<file path="config.mk">
export PLATFORM = sky130hd
export DESIGN_NAME = lc3_control
export DESIGN_NICKNAME = d
export VERILOG_FILES = /design/src/rtl/lc3_control.sv
export SDC_FILE = /design/constraint.sdc
export NUM_CORES = 1
export LEC_CHECK = 0
export ABC_AREA = 0
export ABC_CLOCK_PERIOD_IN_PS = 1600
export CORE_ASPECT_RATIO = 1.25
export CORE_UTILIZATION = 31
export DETAILED_ROUTE_END_ITERATION = 8
export PLACE_DENSITY = 0.77
export SYNTH_ARGS = -nofsm -noshare
export SYNTH_HDL_FRONTEND = slang
export SYNTH_SLANG_ARGS = --single-unit
</file>
<file path="constraint.sdc">
create_clock -name clk -period 1.6 [get_ports clk]
set_clock_uncertainty 0.15 [all_clocks]
set_input_delay 0.32 -clock clk [delete_from_list [all_inputs] [get_ports clk]]
set_output_delay 0.32 -clock clk [all_outputs]
set_load 0.02 [all_outputs]
</file>
<file path="src/rtl/lc3_control.sv">
`default_nettype none
// ============================================================================
// Module      : lc3_control
// Description : Microsequencer for the LC-3 bus datapath. Holds the FSM state
//               and the NZP condition-code register, and drives every load,
//               bus gate, mux select and memory strobe of the datapath.
//               Executes ADD, AND, NOT, BR, JMP, LD, ST and LEA; any other
//               opcode parks the sequencer in HALT until reset.
// Ports       : clk, rst            - clock, synchronous active-high reset
//               ir, bus, mem_ready  - instruction, bus value, memory done
//               ld_*                - register load enables
//               gate_*              - bus drivers (at most one per cycle)
//               mdr_io, mem_en/rw   - MDR source, memory request/direction
//               alu_ctrl, *mux      - datapath selects
//               dr, sr1, sr2        - register file selects
//               nzp, halted         - condition codes, halt indicator
// Revision    : 1.0 - initial release
// ============================================================================
module lc3_control #(
    parameter int WORDSIZE   = 16,
    parameter int STATE_BITS = 4
) (
    input  logic                clk,
    input  logic                rst,
    input  logic [WORDSIZE-1:0] ir,
    input  logic [WORDSIZE-1:0] bus,
    input  logic                mem_ready,
    output logic                ld_ir,
    output logic                ld_mar,
    output logic                ld_mdr,
    output logic                ld_pc,
    output logic                ld_reg,
    output logic                gate_pc,
    output logic                gate_alu,
    output logic                gate_mdr,
    output logic                gate_marmux,
    output logic                mdr_io,
    output logic                mem_en,
    output logic                mem_rw,
    output logic [1:0]          alu_ctrl,
    output logic [1:0]          pcmux,
    output logic                addr1mux,
    output logic [1:0]          addr2mux,
    output logic                marmux,
    output logic [2:0]          dr,
    output logic [2:0]          sr1,
    output logic [2:0]          sr2,
    output logic [2:0]          nzp,
    output logic                halted
);

    typedef enum logic [STATE_BITS-1:0] {
        S_FETCH0 = 0,
        S_FETCH1 = 1,
        S_FETCH2 = 2,
        S_DECODE = 3,
        S_ALU    = 4,
        S_BR     = 5,
        S_JMP    = 6,
        S_LD0    = 7,
        S_LD1    = 8,
        S_LD2    = 9,
        S_ST0    = 10,
        S_ST1    = 11,
        S_ST2    = 12,
        S_LEA    = 13,
        S_HALT   = 14
    } state_t;

    localparam logic [3:0] c_op_br  = 4'b0000;
    localparam logic [3:0] c_op_add = 4'b0001;
    localparam logic [3:0] c_op_ld  = 4'b0010;
    localparam logic [3:0] c_op_st  = 4'b0011;
    localparam logic [3:0] c_op_and = 4'b0101;
    localparam logic [3:0] c_op_not = 4'b1001;
    localparam logic [3:0] c_op_jmp = 4'b1100;
    localparam logic [3:0] c_op_lea = 4'b1110;

    state_t     r_state;
    state_t     w_next;
    logic [2:0] r_nzp;
    logic       w_nzp_ld;
    logic [2:0] w_nzp_new;
    logic [3:0] w_opcode;
    logic       w_br_taken;
    logic       w_unused;

    assign w_opcode   = ir[15:12];
    assign w_br_taken = |(ir[11:9] & r_nzp);
    assign w_unused   = ^ir[5:3];
    assign nzp        = r_nzp;

    // Exactly one code bit is ever set: zero wins over sign, positive otherwise.
    always_comb begin
        if (bus == '0)
            w_nzp_new = 3'b010;
        else if (bus[WORDSIZE-1])
            w_nzp_new = 3'b100;
        else
            w_nzp_new = 3'b001;
    end

    always_ff @(posedge clk) begin
        if (rst) begin
            r_state <= S_FETCH0;
            r_nzp   <= 3'b010;
        end else begin
            r_state <= w_next;
            if (w_nzp_ld)
                r_nzp <= w_nzp_new;
        end
    end

    always_comb begin
        w_next      = r_state;
        w_nzp_ld    = 1'b0;
        ld_ir       = 1'b0;
        ld_mar      = 1'b0;
        ld_mdr      = 1'b0;
        ld_pc       = 1'b0;
        ld_reg      = 1'b0;
        gate_pc     = 1'b0;
        gate_alu    = 1'b0;
        gate_mdr    = 1'b0;
        gate_marmux = 1'b0;
        mdr_io      = 1'b0;
        mem_en      = 1'b0;
        mem_rw      = 1'b0;
        alu_ctrl    = 2'b00;
        pcmux       = 2'b00;
        addr1mux    = 1'b0;
        addr2mux    = 2'b00;
        marmux      = 1'b0;
        dr          = ir[11:9];
        sr1         = ir[8:6];
        sr2         = ir[2:0];
        halted      = 1'b0;

        case (r_state)
            S_FETCH0: begin
                gate_pc = 1'b1;
                ld_mar  = 1'b1;
                ld_pc   = 1'b1;
                w_next  = S_FETCH1;
            end
            S_FETCH1: begin
                mem_en = 1'b1;
                ld_mdr = mem_ready;
                if (mem_ready)
                    w_next = S_FETCH2;
            end
            S_FETCH2: begin
                gate_mdr = 1'b1;
                ld_ir    = 1'b1;
                w_next   = S_DECODE;
            end
            S_DECODE: begin
                case (w_opcode)
                    c_op_add, c_op_and, c_op_not: w_next = S_ALU;
                    c_op_br:                      w_next = S_BR;
                    c_op_jmp:                     w_next = S_JMP;
                    c_op_ld:                      w_next = S_LD0;
                    c_op_st:                      w_next = S_ST0;
                    c_op_lea:                     w_next = S_LEA;
                    default:                      w_next = S_HALT;
                endcase
            end
            S_ALU: begin
                gate_alu = 1'b1;
                ld_reg   = 1'b1;
                w_nzp_ld = 1'b1;
                case (w_opcode)
                    c_op_and: alu_ctrl = 2'b01;
                    c_op_not: alu_ctrl = 2'b10;
                    default:  alu_ctrl = 2'b00;
                endcase
                w_next = S_FETCH0;
            end
            S_BR: begin
                if (w_br_taken) begin
                    addr2mux = 2'b10;
                    pcmux    = 2'b01;
                    ld_pc    = 1'b1;
                end
                w_next = S_FETCH0;
            end
            S_JMP: begin
                addr1mux = 1'b1;
                pcmux    = 2'b01;
                ld_pc    = 1'b1;
                w_next   = S_FETCH0;
            end
            S_LD0, S_ST0: begin
                addr2mux    = 2'b10;
                marmux      = 1'b1;
                gate_marmux = 1'b1;
                ld_mar      = 1'b1;
                w_next      = (r_state == S_LD0) ? S_LD1 : S_ST1;
            end
            S_LD1: begin
                mem_en = 1'b1;
                ld_mdr = mem_ready;
                if (mem_ready)
                    w_next = S_LD2;
            end
            S_LD2: begin
                gate_mdr = 1'b1;
                ld_reg   = 1'b1;
                w_nzp_ld = 1'b1;
                w_next   = S_FETCH0;
            end
            S_ST1: begin
                // Source register for a store lives in the DR field.
                sr1      = ir[11:9];
                alu_ctrl = 2'b11;
                gate_alu = 1'b1;
                mdr_io   = 1'b1;
                ld_mdr   = 1'b1;
                w_next   = S_ST2;
            end
            S_ST2: begin
                mem_en = 1'b1;
                mem_rw = 1'b1;
                if (mem_ready)
                    w_next = S_FETCH0;
            end
            S_LEA: begin
                addr2mux    = 2'b10;
                marmux      = 1'b1;
                gate_marmux = 1'b1;
                ld_reg      = 1'b1;
                w_next      = S_FETCH0;
            end
            S_HALT: begin
                halted = 1'b1;
                dr     = 3'b000;
                sr1    = 3'b000;
                sr2    = 3'b000;
            end
            default: begin
                w_next = S_FETCH0;
            end
        endcase

        // Reset abandons any access in progress: nothing may strobe the datapath.
        if (rst) begin
            ld_ir       = 1'b0;
            ld_mar      = 1'b0;
            ld_mdr      = 1'b0;
            ld_pc       = 1'b0;
            ld_reg      = 1'b0;
            gate_pc     = 1'b0;
            gate_alu    = 1'b0;
            gate_mdr    = 1'b0;
            gate_marmux = 1'b0;
            mdr_io      = 1'b0;
            mem_en      = 1'b0;
            mem_rw      = 1'b0;
            halted      = 1'b0;
            w_nzp_ld    = 1'b0;
        end
    end

endmodule
`default_nettype wire

</file>
==> flow_summary.json, run 1 <==
{
  "antenna_found_initial": 0,
  "numCtsBuffers": 3,
  "grt_max_degree": 9,
  "synth_top_area_cell": "dfxtp_1",
  "setup_viol": 34,
  "vias": 1862,
  "dieArea_um2": 3160,
  "synth_seq_cells": 7,
  "syn-cell-area_um2": 910,
  "gp_congestion": 0.940,
  "crit_type": "reg -> out",
  "dr.pass1.iters": 5,
  "timing.fmax_mhz": 469,
  "area_growth_pct": 187,
  "drive_gt1_share_pct": 65.7,
  "violations": "negative setup slack",
  "post-place-ws_ns": -0.999,
  "total_power_mw": 2.26,
  "layout_min_cycle_time_ns": 2.13,
  "die_height_um": 62.6,
  "cp-end-kind": "output pin",
  "cts_tree": "yes",
  "holdPathStages": 2,
  "holdPathEnd": "nzp[0]",
  "cts_sinks": 7,
  "track_usage_pct": 33.3,
  "status": "complete, but fails checks",
  "final.period_utilization_pct": 133,
  "timing.final.ws_setup_ns": -0.534,
  "start_kind": "flop",
  "yosys-top-cells-area": "dfxtp_1 15%, nand2_1 5.4%, a21oi_1 5.0%, nor2_1 5.0%, buf_4 4.1%",
  "grt_pass1_vias": 1723,
  "rsz0062_at_grt": "yes",
  "pin_count": 68,
  "start_util_pct": 33.3,
  "hold_path.class": "reg -> reg",
  "worst_hold_slack_ns": 0.470,
  "cts-root-buf": "clkbuf_4",
  "hold_buffers": 0,
  "yosys_warnings": 0,
  "die_w_um": 50.5,
  "cp.arrival_ns": 1.66,
  "drt.antenna.violating_nets": 0,
  "crit_fanout": 5,
  "critPathRequiredTime_ns": 1.13,
  "synth_async_sr_flop_share_pct": 0,
  "rr_startpoint": "r_state[0]",
  "hold_viol_final": 0,
  "synth_top_area_share_pct": 15.4,
  "hold_start": "nzp[0]",
  "gr-total-overflow": 0,
  "r2r_slack_ns": -0.29,
  "viasPerCell": 6.17,
  "max-cap-violations": 0,
  "placed_area_um2": 2000,
  "powerDensity_nw_per_um2": 864,
  "worstSkewPairLatency_ns": 0.29,
  "slew_violations": 0,
  "synth.distinct_cells": 51,
  "drt_iter0_markers": 109,
  "coreArea_um2": 2730,
  "cts_max_path_buffers": 2,
  "layout_commonest_cell": "buf_4",
  "h-tree-depth": 1,
  "final_cell_mix": "62 x buf_4, 38 x buf_6, 23 x clkdlybuf4s50_1",
  "yosysSeqAreaShare_pct": 15.4,
  "r2r-end": "nzp[2]",
  "post-dp-hpwl_um": 3010,
  "synth_flop_cell": "dfxtp_1",
  "route.detailed.drc": 0,
  "diodes": 0,
  "grt_pass1_wl_um": 7910,
  "row_count": 21,
  "leakage_nw": 1.16,
  "port_buffers": 62,
  "stdcell_area_um2": 2610,
  "clk_pin_slew_worst_paths_ns": 0.07,
  "syn_inst": 132,
  "fin_nets": 304,
  "wire_per_inst_um": 23.9,
  "reg2reg_depth": 8,
  "final_util_pct": 95.6,
  "wl_um": 7220,
  "ir_worst_vdd_v": 0.00100,
  "avgSynthCellArea_um2": 6.89,
  "synth_edf_count": 0
}
## area by class of cell
type	instances	area (um2)
timing repair buffer	140	1290
multi-input combinational	111	1070
sequential	7	158
fill	59	120
tap	34	42.5
clock buffer	4	26.3
inverter	6	25.0
## critical path, stage by stage (launching register included)
cell,delay (ns)
dfxtp_4,0.39
and2b_4,0.20
buf_4,0.13
buf_6,0.12
buf_6,0.13
a31oi_1,0.21
buf_4,0.20
## synth_stat cells, drive strengths merged, types with 3 or more instances
library cell / count
a21oi: 9
a31oi: 3
and2: 5
buf: 8
dfxtp: 7
inv: 6
nand2: 14
nand2b: 4
nand3: 7
nor2: 13
nor2b: 3
nor4: 5
o21ai: 8
o31ai: 4
## power by group
| group | internal [mW] | switching (mW) | leakage [nW] |
|---|---|---|---|
| sequential | 0.213 | 0.0507 | 0.0609 |
| combinational | 0.925 | 0.870 | 1.08 |
| clock | 0.0971 | 0.102 | 0.0150 |
## through the flow
stage	setup TNS [ns]	cells
after floorplan	-0.449	133
after global placement	-18.61	265
after detailed placement	-18.99	265
after CTS	-8.73	290
after global routing	-13.63	302
final	-12.39	302
## routing by layer
| metal | up-vias | wire, um | GRT usage, % |
|---|---|---|---|
| li1 | 751 | - | - |
| met5 | - | 0 | 0 |
| met2 | 177 | 3580 | 63.8 |
| met1 | 858 | 2290 | 31.9 |
| met4 | 0 | 729 | 17.7 |
| met3 | 76 | 620 | 6.33 |
## how the worst max path moves through the flow
stage                        to  cells past startpoint        from
floorplan           gate_marmux                      5  r_state[3]
global placement          ld_pc                      7       ir[9]
detailed placement        ld_pc                      7       ir[9]
CTS                 alu_ctrl[0]                      5  r_state[0]
global route        alu_ctrl[1]                      6  r_state[3]
finish                    dr[1]                      6  r_state[0]
## state kept, by name (all words and copies together) (netlist names)
| signal | cells |
|---|---|
| r_state | 4 |
| nzp | 3 |
## cells by family (layout without fill, tap and decap cells)
family / after synthesis / count (layout) / share of synthesized area, %
fa+ha+maj: 1 / 1 / 1.10
other cells: 1 / 2 / 0.412
flops: 7 / 7 / 15.4
mux: 1 / 1 / 1.10
simple gates: 64 / 65 / 38.5
buf+inv: 16 / 150 / 9.08
xor+xnor: 3 / 3 / 2.89
compound gates: 39 / 39 / 31.5
## what timing repair did
| action | 4_1_cts | 5_1_grt |
|---|---|---|
| cloned | 1 | 0 |
| gates resized for setup | 231 | 31 |
| setup endpoints to repair | 36 | 33 |
| pin swaps | 27 | 23 |
| buffers inserted | 20 | 14 |
No activity file was read; power rests on OpenSTA's default activity.
==> inputs of run 2 (changes only) <==
--- a/config.mk
+++ b/config.mk
@@ -7,7 +7,7 @@
 export LEC_CHECK = 0
 export ABC_AREA = 0
 export ABC_CLOCK_PERIOD_IN_PS = 1600
-export CORE_ASPECT_RATIO = 1.25
+export CORE_ASPECT_RATIO = 1.2
 export CORE_UTILIZATION = 31
 export DETAILED_ROUTE_END_ITERATION = 8
 export PLACE_DENSITY = 0.77
==> run 2 against run 1 <==
Compared with the run above: largest power group unchanged; cell area fell by 3.2%; non-clock buffer count decreased by 2; cell count fell by 0.99%; flip-flop and latch count unchanged; register-to-register slack improved by 0.08 ns; global-route usage shrank 1.6 points; the run ends with design-rule violations, negative setup slack left; critical endpoint is now alu_ctrl[0].
==> flow_summary.json, run 2 (synthesis gave the netlist of run 1 again) <==
{
  "violations": "design-rule violations, negative setup slack",
  "r2r_slack_ns": -0.21,
  "numCtsBuffers": 3,
  "route.detailed.drc": 2,
  "final_util_pct": 90.8,
  "path_buf_inv": 1,
  "swShare_pct": 44.5,
  "dieArea_um2": 3160,
  "power_frac_comb_pct": 77.9,
  "h-tree-depth": 1,
  "worstSkewPairLatency_ns": 0.27,
  "grt_pass1_vias": 1538,
  "cpPeakStageDelay_ns": 0.36,
  "cp_cell_sequence": "and2b_4, nand2_4, or3_4, o21ai_4, buf_6",
  "layout_commonest_cell": "buf_4",
  "cts_max_path_buffers": 2,
  "wl_um": 5980,
  "start_kind": "flop",
  "post-dp-hpwl_um": 3020,
  "antenna_found_initial": 0,
  "cp.arrival_ns": 1.61,
  "crit_type": "reg -> out",
  "crit_family": "simple AND/OR/NAND/NOR gates",
  "grt_max_degree": 17,
  "post-place-ws_ns": -0.932,
  "die_height_um": 61.3,
  "holdPathEnd": "nzp[0]",
  "leakage_nw": 1.14,
  "seq_power_share_pct": 13.1,
  "final.period_utilization_pct": 130,
  "wire_per_inst_um": 20.0,
  "row_count": 21,
  "cts-root-buf": "clkbuf_4",
  "cts_tree": "yes",
  "cts_sinks": 7,
  "power.switching_mw": 0.887,
  "drt_iter0_markers": 86,
  "critPathRequiredTime_ns": 1.13,
  "powerDensity_nw_per_um2": 788,
  "timing.final.ws_setup_ns": -0.479,
  "holdPathStages": 2,
  "diodes": 0,
  "power.share.clock_pct": 9.0,
  "grt_pass1_wl_um": 7200,
  "ir_worst_vdd_v": 0.000749,
  "setup_viol": 33,
  "rsz0062_at_grt": "yes",
  "reg2reg_depth": 8,
  "viasPerCell": 5.72,
  "port_buffers": 62,
  "drive_gt1_share_pct": 63.8,
  "clk_pin_slew_worst_paths_ns": 0.07,
  "hold_path.class": "reg -> reg",
  "hold_start": "nzp[0]",
  "dr.pass1.iters": 9,
  "nFillCells": 116,
  "final_cell_mix": "61 x buf_4, 35 x buf_6, 25 x clkdlybuf4s50_1",
  "layout_min_cycle_time_ns": 2.08,
  "slew_violations": 0,
  "fin_nets": 301,
  "r2r-end": "nzp[1]",
  "gp_congestion": 0.808,
  "cp-end-kind": "output pin",
  "start_util_pct": 32.7,
  "pin_count": 68,
  "crit_fanout": 4,
  "area_growth_pct": 178,
  "hold_viol_final": 0,
  "drt.antenna.violating_nets": 0,
  "die_w_um": 51.5,
  "coreArea_um2": 2790,
  "vias": 1711,
  "max-cap-violations": 0,
  "worst_hold_slack_ns": 0.452,
  "gr-total-overflow": 0,
  "startpoint": "r_state[0]",
  "timing.fmax_mhz": 481,
  "largest_reg_flops": 4,
  "top_register": "r_state",
  "track_usage_pct": 31.7,
  "total_power_mw": 1.99,
  "p_int_mw": 1.11,
  "status": "complete, but fails checks",
  "rr_startpoint": "r_state[0]",
  "hold_buffers": 0,
  "cpMaxStageDelayCell": "or3_4"
}
run 2: repair_timing:
action	CTS	global route
resized for setup	220	26
buffers inserted	18	7
pin swaps	22	13
endpoints found under the setup margin	37	34
run 2: worst max path at each step:
stage	endpoint	slack (ns)	depth (start not counted)
floorplan	gate_marmux	-0.12	5
global placement	ld_pc	-0.88	6
detailed placement	ld_pc	-0.93	6
CTS	alu_ctrl[0]	-0.43	5
global route	alu_ctrl[0]	-0.51	5
finish	alu_ctrl[0]	-0.48	5
run 2: worst register-to-register path, stage by stage, from the launching register on:
cell	delay (ns)
dfxtp_2	0.35
and2b_4	0.30
buf_4	0.12
buf_6	0.10
buf_4	0.11
a22oi_4	0.08
buf_6	0.14
a21oi_2	0.20
o21ai_1	0.13
run 2: metrics by stage:
stage	cell area, um2	TNS (ns)	std cells
3_3_place_gp	2040	-18.73	271
6_report	2530	-10.89	299
3_5_place_dp	2040	-19.65	271
4_1_cts	2360	-8.32	292
2_1_floorplan	1060	-0.449	133
5_1_grt	2530	-12.21	299
run 2: area by class of cell:
type | instances | area, um2 | area share [%]
timing repair buffer | 138 | 1260 | 49.9
multi-input combinational | 110 | 1020 | 40.3
sequential | 7 | 155 | 6.14
tap | 34 | 42.5 | 1.68
clock buffer | 4 | 26.3 | 1.04
inverter | 6 | 25.0 | 0.990
run 2: power by group through the flow:
stage	logic, mW	clock network [mW]	registers (mW)
2_1_floorplan	0.578	0	0.245
3_5_place_dp	1.09	0	0.246
6_report	1.55	0.179	0.261
3_3_place_gp	1.06	0	0.245
4_1_cts	1.34	0.166	0.250
5_1_grt	1.62	0.196	0.260
run 2: routing by layer:
metal | GRT usage [%] | vias to the layer above | share of wire [%] | wire (um)
met5 | 0 | - | 0 | 0
met4 | 18.1 | 0 | 6.5 | 391
met3 | 4.69 | 38 | 6.4 | 383
met2 | 59.4 | 106 | 52 | 3130
met1 | 33.8 | 822 | 35 | 2070
li1 | - | 745 | - | -
==> inputs of run 3 (changes only) <==
--- a/config.mk
+++ b/config.mk
@@ -7,7 +7,8 @@
 export LEC_CHECK = 0
 export ABC_AREA = 0
 export ABC_CLOCK_PERIOD_IN_PS = 1600
-export CORE_ASPECT_RATIO = 1.2
+export CORE_ASPECT_RATIO = 1.75
+export CORE_MARGIN = 4
 export CORE_UTILIZATION = 31
 export DETAILED_ROUTE_END_ITERATION = 8
 export PLACE_DENSITY = 0.77
==> run 3 against run 2 <==
Compared with the run above: the flow finishes with violations (negative setup slack); routed wire length up 20%; utilization up 2.3 points; sequential power up 3%; register-to-register slack better by 0.09 ns.
==> flow_summary.json, run 3 (synthesis gave the netlist of run 1 again) <==
{
  "max-cap-violations": 0,
  "clk_pin_slew_worst_paths_ns": 0.05,
  "wire_per_inst_um": 24.6,
  "rsz0062_at_grt": "yes",
  "cp_cell_sequence": "and2b_4, buf_4, nand3_2, buf_6, buf_4, nor2_4, buf_6",
  "wl_um": 7150,
  "leakage_nw": 1.16,
  "setup_viol": 32,
  "ir_worst_vdd_v": 0.000778,
  "antenna_found_initial": 0,
  "cp-end-kind": "output pin",
  "violations": "negative setup slack",
  "total_power_mw": 2.15,
  "die_w_um": 48.9,
  "final_util_pct": 93.1,
  "dp_cells": 266,
  "drive_gt1_share_pct": 64.4,
  "cpMaxStageDelayCell": "dfxtp_2",
  "cpPeakStageDelay_ns": 0.34,
  "grt_max_degree": 17,
  "worstSkewPairLatency_ns": 0.23,
  "coreArea_um2": 2750,
  "layout_commonest_cell": "buf_4",
  "r2r_slack_ns": -0.12,
  "hold_buffers": 0,
  "grt_pass1_wl_um": 8850,
  "cts_sinks": 7,
  "fin_nets": 300,
  "gr-total-overflow": 0,
  "hold_path.class": "reg -> reg",
  "final_cell_mix": "53 x buf_4, 43 x buf_6, 23 x clkdlybuf4s50_1",
  "h-tree-depth": 1,
  "crit_family": "buffers and inverters",
  "numCtsBuffers": 3,
  "pin_count": 68,
  "cts_tree": "yes",
  "final.period_utilization_pct": 131,
  "top_register": "r_state",
  "vias": 1748,
  "area_growth_pct": 182,
  "port_buffers": 62,
  "worst_hold_slack_ns": 0.494,
  "dr.pass1.iters": 4,
  "post-dp-hpwl_um": 3380,
  "start_util_pct": 33.0,
  "cts-root-buf": "clkbuf_8",
  "layout_min_cycle_time_ns": 2.09,
  "critPathRequiredTime_ns": 1.13,
  "route.detailed.drc": 0,
  "start_kind": "flop",
  "track_usage_pct": 29.5,
  "timing.final.ws_setup_ns": -0.491,
  "row_count": 25,
  "path_buf_inv": 4,
  "timing.fmax_mhz": 478,
  "largest_reg_flops": 4,
  "drt_iter0_markers": 87,
  "cts_max_path_buffers": 2,
  "gp_congestion": 0.850,
  "hold_viol_final": 0,
  "crit_type": "reg -> out",
  "cp.arrival_ns": 1.62,
  "dieArea_um2": 3900,
  "status": "complete, but fails checks",
  "die_height_um": 79.7,
  "grt_pass1_vias": 1709,
  "viasPerCell": 6.01,
  "crit_fanout": 7,
  "finalNonFillerCells": 291,
  "diodes": 0,
  "slew_violations": 0,
  "drt.antenna.violating_nets": 0,
  "powerDensity_nw_per_um2": 837
}
run 3: cell types whose count changed in the layout (fill, tap and decap cells not counted), sizes merged:
cell / delta
dlymetal6s2s: +1
clkdlybuf4s50: -2
dlygate4sd2: +1
buf: -1
run 3: routing by layer:
metal  vias to the layer above  part of all wire (%)  global-route usage [%]
li1                        747                     -                       -
met1                       839                    33                    27.1
met5                         -                     0                       0
met3                        36                   7.0                    5.42
met2                       126                    54                    58.9
met4                         0                   5.9                    14.3
run 3: what timing repair did:
action,4_1_cts,5_1_grt
buffers inserted,10,13
setup endpoints to repair,37,34
pin swaps,13,7
gates resized for setup,228,23
cloned,0,0
run 3: cell type report:
type,instances,area [um2]
clock buffers,4,45.0
fillers,93,189
repair buffers,137,1300
flip-flops and latches,7,155
well taps,27,33.8
inverters,6,22.5
multi-input cells,110,1010
run 3: path summary, 6_finish.rpt:
check	startpoint	to	cells past startpoint
setup / recovery	r_state[0]	halted	7
hold / removal	nzp[1]	nzp[1]	3
setup reg to reg	r_state[2]	nzp[2]	9
hold reg to reg	nzp[1]	nzp[1]	3
run 3: where the power goes:
| group | total, mW | leakage [nW] | internal [mW] | switching [mW] |
|---|---|---|---|---|
| clock network | 0.263 | 0.0228 | 0.174 | 0.0898 |
| logic | 1.61 | 1.08 | 0.819 | 0.795 |
| registers | 0.269 | 0.0606 | 0.211 | 0.0577 |
| total | 2.15 | 1.16 | 1.20 | 0.943 |
run 3: worst register-to-register path, stage by stage (launching register included):
cell     delay [ns]
dfxtp_4        0.40
buf_6          0.12
nor2b_4        0.04
buf_6          0.11
buf_6          0.11
buf_6          0.10
buf_6          0.11
a22oi_4        0.18
mux2i_1        0.23
nor2_1         0.07
run 3: stage by stage:
| step | setup WS, ns | setup TNS (ns) | cell area, um2 |
|---|---|---|---|
| final | -0.491 | -9.54 | 2560 |
| after global routing | -0.513 | -10.36 | 2560 |
| after CTS | -0.392 | -6.44 | 2380 |
| after detailed placement | -0.936 | -20.22 | 2050 |
| after global placement | -0.894 | -19.38 | 2050 |
| after floorplan | -0.123 | -0.449 | 1060 |
